`src/rtl/handshake_pkg.sv`:
```
// handshake_pkg: shared states and defaults for the req/ack CDC handshake
package handshake_pkg;
  typedef enum logic [1:0] {RX_IDLE, RX_HOLD, RX_ACK} rx_state_t;
  localparam int DEFAULT_DATA_WIDTH = 32;
  localparam int DEFAULT_SYNC_STAGES = 2;
endpackage

```
`src/rtl/sync_ff.sv`:
```
// sync_ff: single-bit flop chain for bringing a level across clock domains
module sync_ff #(
  parameter int STAGES = handshake_pkg::DEFAULT_SYNC_STAGES
) (
  input  logic clk,
  input  logic rst,
  input  logic d,
  output logic q
);
  logic [STAGES-1:0] chain;
  always_ff @(posedge clk)
    chain <= rst ? '0 : {chain[STAGES-2:0], d};
  assign q = chain[STAGES-1];
endmodule

```
`src/rtl/handshake_receiver_fsm.sv`:
```
// handshake_receiver_fsm: destination end of a four-phase req/ack handshake feeding a valid/ready consumer
module handshake_receiver_fsm
  import handshake_pkg::*;
#(
  parameter int DATA_WIDTH  = DEFAULT_DATA_WIDTH,
  parameter int SYNC_STAGES = DEFAULT_SYNC_STAGES,
  parameter int COUNT_WIDTH = 16
) (
  input  logic                   dest_clk,
  input  logic                   dest_reset,
  input  logic                   req,
  input  logic [DATA_WIDTH-1:0]  data_in,
  output logic                   ack,
  output logic [DATA_WIDTH-1:0]  data_out,
  output logic                   data_valid,
  input  logic                   data_ready,
  output logic [COUNT_WIDTH-1:0] xfer_count
);
  rx_state_t state, state_n;
  logic req_s, load, accept;
  sync_ff #(.STAGES(SYNC_STAGES)) u_req_sync (
    .clk(dest_clk),
    .rst(dest_reset),
    .d(req),
    .q(req_s)
  );
  always_comb begin
    load    = state == RX_IDLE && req_s;
    accept  = state == RX_HOLD && data_ready;
    state_n = state == RX_IDLE ? (req_s ? RX_HOLD : RX_IDLE) :
              state == RX_HOLD ? (data_ready ? RX_ACK : RX_HOLD) :
              (req_s ? RX_ACK : RX_IDLE);
  end
  // ack and data_valid are flops decoded from the next state so they never glitch
  always_ff @(posedge dest_clk) begin
    if (dest_reset) begin
      state      <= RX_IDLE;
      ack        <= 1'b0;
      data_valid <= 1'b0;
      data_out   <= '0;
      xfer_count <= '0;
    end else begin
      state      <= state_n;
      ack        <= state_n == RX_ACK;
      data_valid <= state_n == RX_HOLD;
      if (load) data_out <= data_in;
      if (accept) xfer_count <= xfer_count + COUNT_WIDTH'(1);
    end
  end
endmodule

```
`config.mk`:
```
export PLATFORM = sky130hd
export DESIGN_NAME = handshake_receiver_fsm
export DESIGN_NICKNAME = d
export VERILOG_FILES = /design/src/rtl/handshake_pkg.sv /design/src/rtl/sync_ff.sv /design/src/rtl/handshake_receiver_fsm.sv
export SDC_FILE = /design/constraint.sdc
export NUM_CORES = 1
export LEC_CHECK = 0
export ABC_AREA = 1
export BUFFER_PORTS_ARGS = -buffer_cell sky130_fd_sc_hd__buf_2
export CORE_MARGIN = 1.5
export CORE_UTILIZATION = 26
export DETAILED_ROUTE_END_ITERATION = 8
export GPL_ROUTABILITY_DRIVEN = 0
export PLACE_DENSITY = 0.59
export SLEW_MARGIN = 10
export SYNTH_ARGS = -nofsm -noshare
export SYNTH_HDL_FRONTEND = slang
export SYNTH_SLANG_ARGS = --single-unit
```
`constraint.sdc`:
```
create_clock -name dest_clk -period 1.25 [get_ports dest_clk]
set_clock_uncertainty 0.05 [all_clocks]
set_input_delay 0.125 -clock dest_clk [delete_from_list [all_inputs] [get_ports dest_clk]]
set_output_delay 0.125 -clock dest_clk [all_outputs]
set_load 0.1 [all_outputs]
```
; After elaboration in Yosys (flattened, before gate mapping)
; Index checks and enable logic that the tools add are counted.
[classes]
n_addsub = 1
n_eq_ne = 3
n_mux = 5
reduce_logical = 3
[ops]
columns = operator, count
row1 = 16-bit by 1-bit adder with 16-bit output (second input constant), 1
row2 = 2-bit two-way mux, 4
row3 = 2-bit by 1-bit equality test with 1-bit output (second input constant), 2
row4 = 2-bit equality test (second input constant), 1
row5 = 1-bit logical AND, 2
row6 = 2-bit zero test, 1
row7 = 1-bit two-way mux, 1
[word_totals]
regBits = 54
inputBits = 36

; Logic depth before layout (Yosys ltp)
[logic_depth]
word_depth = 4
ltp_mapped = 8

; Modules after synthesis
; A second synthesis with hierarchy kept.
[unflattened]
cells_unflattened = 291
hier_area_um2 = 2104.5
[by_module_without_submodules]
columns = module, instances, cells_per_inst, area_per_inst_um2
row1 = handshake_receiver_fsm, 1, 285, 2049.5
row2 = sync_ff, 1, 6, 55.1

; Worst setup path after synthesis
; No wires, ideal clock.
[synth_timing]
path_kind = reg-to-reg
startpoint = register xfer_count[0]
endpoint = register xfer_count[6]
arrival_time_ns = 1.872
t_required_ns = 1.079
setup_slack_ns = -0.793
path_stages_with_launch = 7
path_buffers = 0
path_cell_list = dfxtp_1 > ha_1 > nand3_2 > nor2_4 > nand2_1 > o21ai_0 > a21oi_1
[synth_between]
elab_chain_len = 1
[synth_rtl]
columns = element, line
row1 = from (decl), handshake_receiver_fsm.sv:17  ; output logic [COUNT_WIDTH-1:0] xfer_count
row2 = from (signal assigned), handshake_receiver_fsm.sv:47  ; if (accept) xfer_count <= xfer_count + COUNT_WIDTH'(1);
row3 = 16-bit by 1-bit adder with 16-bit output, handshake_receiver_fsm.sv:47
; No other way between the ends.
; A chain may end at the register's enable or synchronous reset.

; Final worst setup path
[layout_timing]
startpoint = register xfer_count[1]
endpoint = register xfer_count[14]
; Same word-level chain as after synthesis.

==> results.yml <==
outcome:
  status: "finished clean"
global_route:
  grt_pass1_wl_mm: 8.83
  grt_use_met2_pct: 22.1
  busiest_layer: "met2"
  grt-ovfl-total: 0
  grt_max_degree: 44
  antenna_found_initial: 0
  met1_usage_pct: 14.8
  met3_usage_pct: 3.14
  grtUsageTotal_pct: 12.5
  grt_pass1_vias: 1996
min_path:
  holdCritPathClass: "input port to flip-flop"
  hp-start: "data_in[21]"
  hold_depth: 3
  hold_end: "data_out[21]"
synthesis:
  postSynthCellCount: 293
  synth_fp_nets: 330
  synth-main-ff-cell: "dfxtp_1"
  yosysSeqAreaShare_pct: 49.6
  synth_top_cell_by_area: "dfxtp_1"
  synth_cell_type_count: 24
  syn_area_sq_mm: 0.00218
  netlist.area_leader.share_pct: 49.6
  async_flop_share_pct: 0
  synth_area_leaders: "dfxtp_1 (50%), nor2_1 (16%), o21ai_0 (8.0%), nand2_1 (6.2%), inv_1 (3.6%)"
  synth-edff-count: 0
  synth_warnings: 0
  synth-seq-cells: 54
  synth.avg_cell_area_sq_um: 7.44
finish:
  area_delta_synth_final_pct: 60.9
  layout.nets: 431
  antenna_cells: 0
  final_common_cell: "nor2_1"
  drive_above_1_share_pct: 47.3
  stdcell_area_sq_mm: 0.00351
  mostFrequentLayoutCells: "nor2_1 (88), dfxtp_2 (35), buf_2 (35), o21ai_0 (34), nand2_1 (32)"
power_and_ir_drop:
  vdd.ir_drop.worst_uv: 495
  total_power_mw: 3.89
  power_density_mw_per_mm2: 1110
  power.leakage_nw: 1.47
timing:
  drv_slew: 0
  fin_tns_setup_ns: 0
  slew_headroom_pct: 79.6
  tightest_slew_ns: 0.308
  period_needed_ns: 1.21
  fmax_ghz: 0.828
  period_share_pct: 96.6
  grt_setup_unrepaired: "true"
  finalHoldViolCount: 0
  setup_violations: 0
floorplanning:
  fp-row-count: 33
  core_sq_mm: 0.00818
  chipHeight_um: 94.6
  die_area_sq_mm: 0.00895
  die_w_um: 94.6
  start_util_pct: 26.7
  ios: 86
detailed_routing:
  num_vias: 2181
  drt-total-wl_mm: 5.64
  drtAntennaViolNets: 0
  drt-wirelength-per-cell_um: 11.3
  drtPass1Iterations: 4
  drcViolationCount: 0
  first_iter_violations: 28
  vias_per_cell: 4.36
placement:
  place_area_sq_mm: 0.00314
  io_buffer_count: 85
  dpl.hpwl_mm: 3.91
critical_path:
  path_buf_inv: 0
  r2r_start: "xfer_count[1]"
  cp_top_family: "simple AND/OR/NAND/NOR gates"
  worst-endpoint-required_ns: 1.44
  critPathArrivalTime_ns: 1.40
  rrSetupSlack_ns: 0.04
  worstRegToRegCells: 7
  path_max_fanout: 7
  crit_top_cell: "nand2_1"
  cp_cell_sequence: "ha_4 -> nand3_4 -> nor2_4 -> nand4_1 -> nand2_1 -> nand2_1 -> nor2_1"
  slowest_stage: "dfxtp_4"
  r2r_end: "xfer_count[14]"
  cp_slowest_stage_delay_ns: 0.38
  end_kind: "flip-flop"
  path_class: "flip-flop to flip-flop"
  start_kind: "flip-flop"
cts:
  htreeDepth: 2
  cts.sinks: 54
  clock_latency_ns: 0.31
  root_buffer: "clkbuf_8"
  cts.clk_slew.worst_paths_ns: 0.11
  clockBufferDepth: 2
  cts_made_buffers: 5
  cts_tree: "yes"
flow_run:
  max-cap-violations: 0
==> through the flow <==
step / hold slack [ns] / cells / utilization [%] / setup slack [ns]
4_1_cts: 0.00283 / 492 / 41.1 / 0.0000634
5_1_grt: 0.00383 / 500 / 42.9 / -0.0594
6_report: 0.0112 / 500 / 42.9 / 0.0422
3_5_place_dp: 0.299 / 478 / 38.4 / -0.0291
3_3_place_gp: 0.285 / 478 / 38.4 / 0.0108
2_1_floorplan: 0.182 / 293 / - / -0.140
==> how the worst max path moves through the flow <==
| stage | start | to | slack (ns) | cells after the start |
|---|---|---|---|---|
| 2_1_floorplan | xfer_count[1] | xfer_count[6] | -0.14 | 6 |
| 4_1_cts | data_out[9] | data_out[9] | 0.00006 | 1 |
| 5_1_grt | state[0] | data_out[13] | -0.06 | 5 |
| 3_3_place_gp | state[1] | xfer_count[15] | 0.01 | 8 |
| 6_report | xfer_count[1] | xfer_count[14] | 0.04 | 7 |
| 3_5_place_dp | state[1] | xfer_count[15] | -0.03 | 8 |
==> cells in the mapped netlist (2+ instances only) <==
cell type	n
nor2_1	91
dfxtp_1	54
nand2_1	36
o21ai_0	35
inv_1	21
a21oi_1	11
nand3_1	8
nand4_1	8
buf_6	3
clkbuf_1	3
nand2_2	3
nor2_2	3
nor2_4	3
buf_2	2
inv_2	2
nand3_2	2
==> timing repair <==
item	in CTS	in global routing
hold endpoints to repair	1	0
setup buffers	5	8
pin swaps	2	7
gates resized for setup	15	28
hold buffers	1	0
setup endpoints to repair	18	61
==> final cells by class <==
class                   count  area [sq um]
fillers                   832          4670
flip-flops and latches     54          1180
multi-input cells         205           992
repair buffers            105           982
well taps                 105           131
clock buffers               6          93.8
inverters                  23          88.8
clock inverters             2          38.8
==> tightest hold or removal path, cell delays in order <==
cell and delay, ns:
buf_2 0.07, o21ai_0 0.07, nor2_1 0.07
==> cell families after synthesis <==
group           Yosys count  share of synthesized area (%)
flops                    54                           49.6
fa+ha+maj                 1                          0.574
simple gates            156                           31.2
compound gates           47                           10.9
xor+xnor                  1                          0.402
buf+inv                  34                           7.34
==> registers in the layout, summed over array words and instances (netlist names) <==
register          cells
data_out             32
u_req_sync.chain      2
data_valid            1
xfer_count           16
state                 2
ack                   1
==> power breakdown <==
part,total (mW),internal [mW],leakage [nW],switching (mW)
Combinational,0.777,0.195,0.935,0.582
Clock,1.32,0.723,0.0665,0.593
Sequential,1.80,1.76,0.467,0.0336
Total,3.89,2.68,1.47,1.21
==> per-layer routing <==
layer	part of all wire [%]	vias to the layer above
met3	7.7	5
met5	0	-
met4	0.99	0
li1	-	1127
met1	44	980
met2	48	69
No activity file was read; power rests on OpenSTA's default activity.
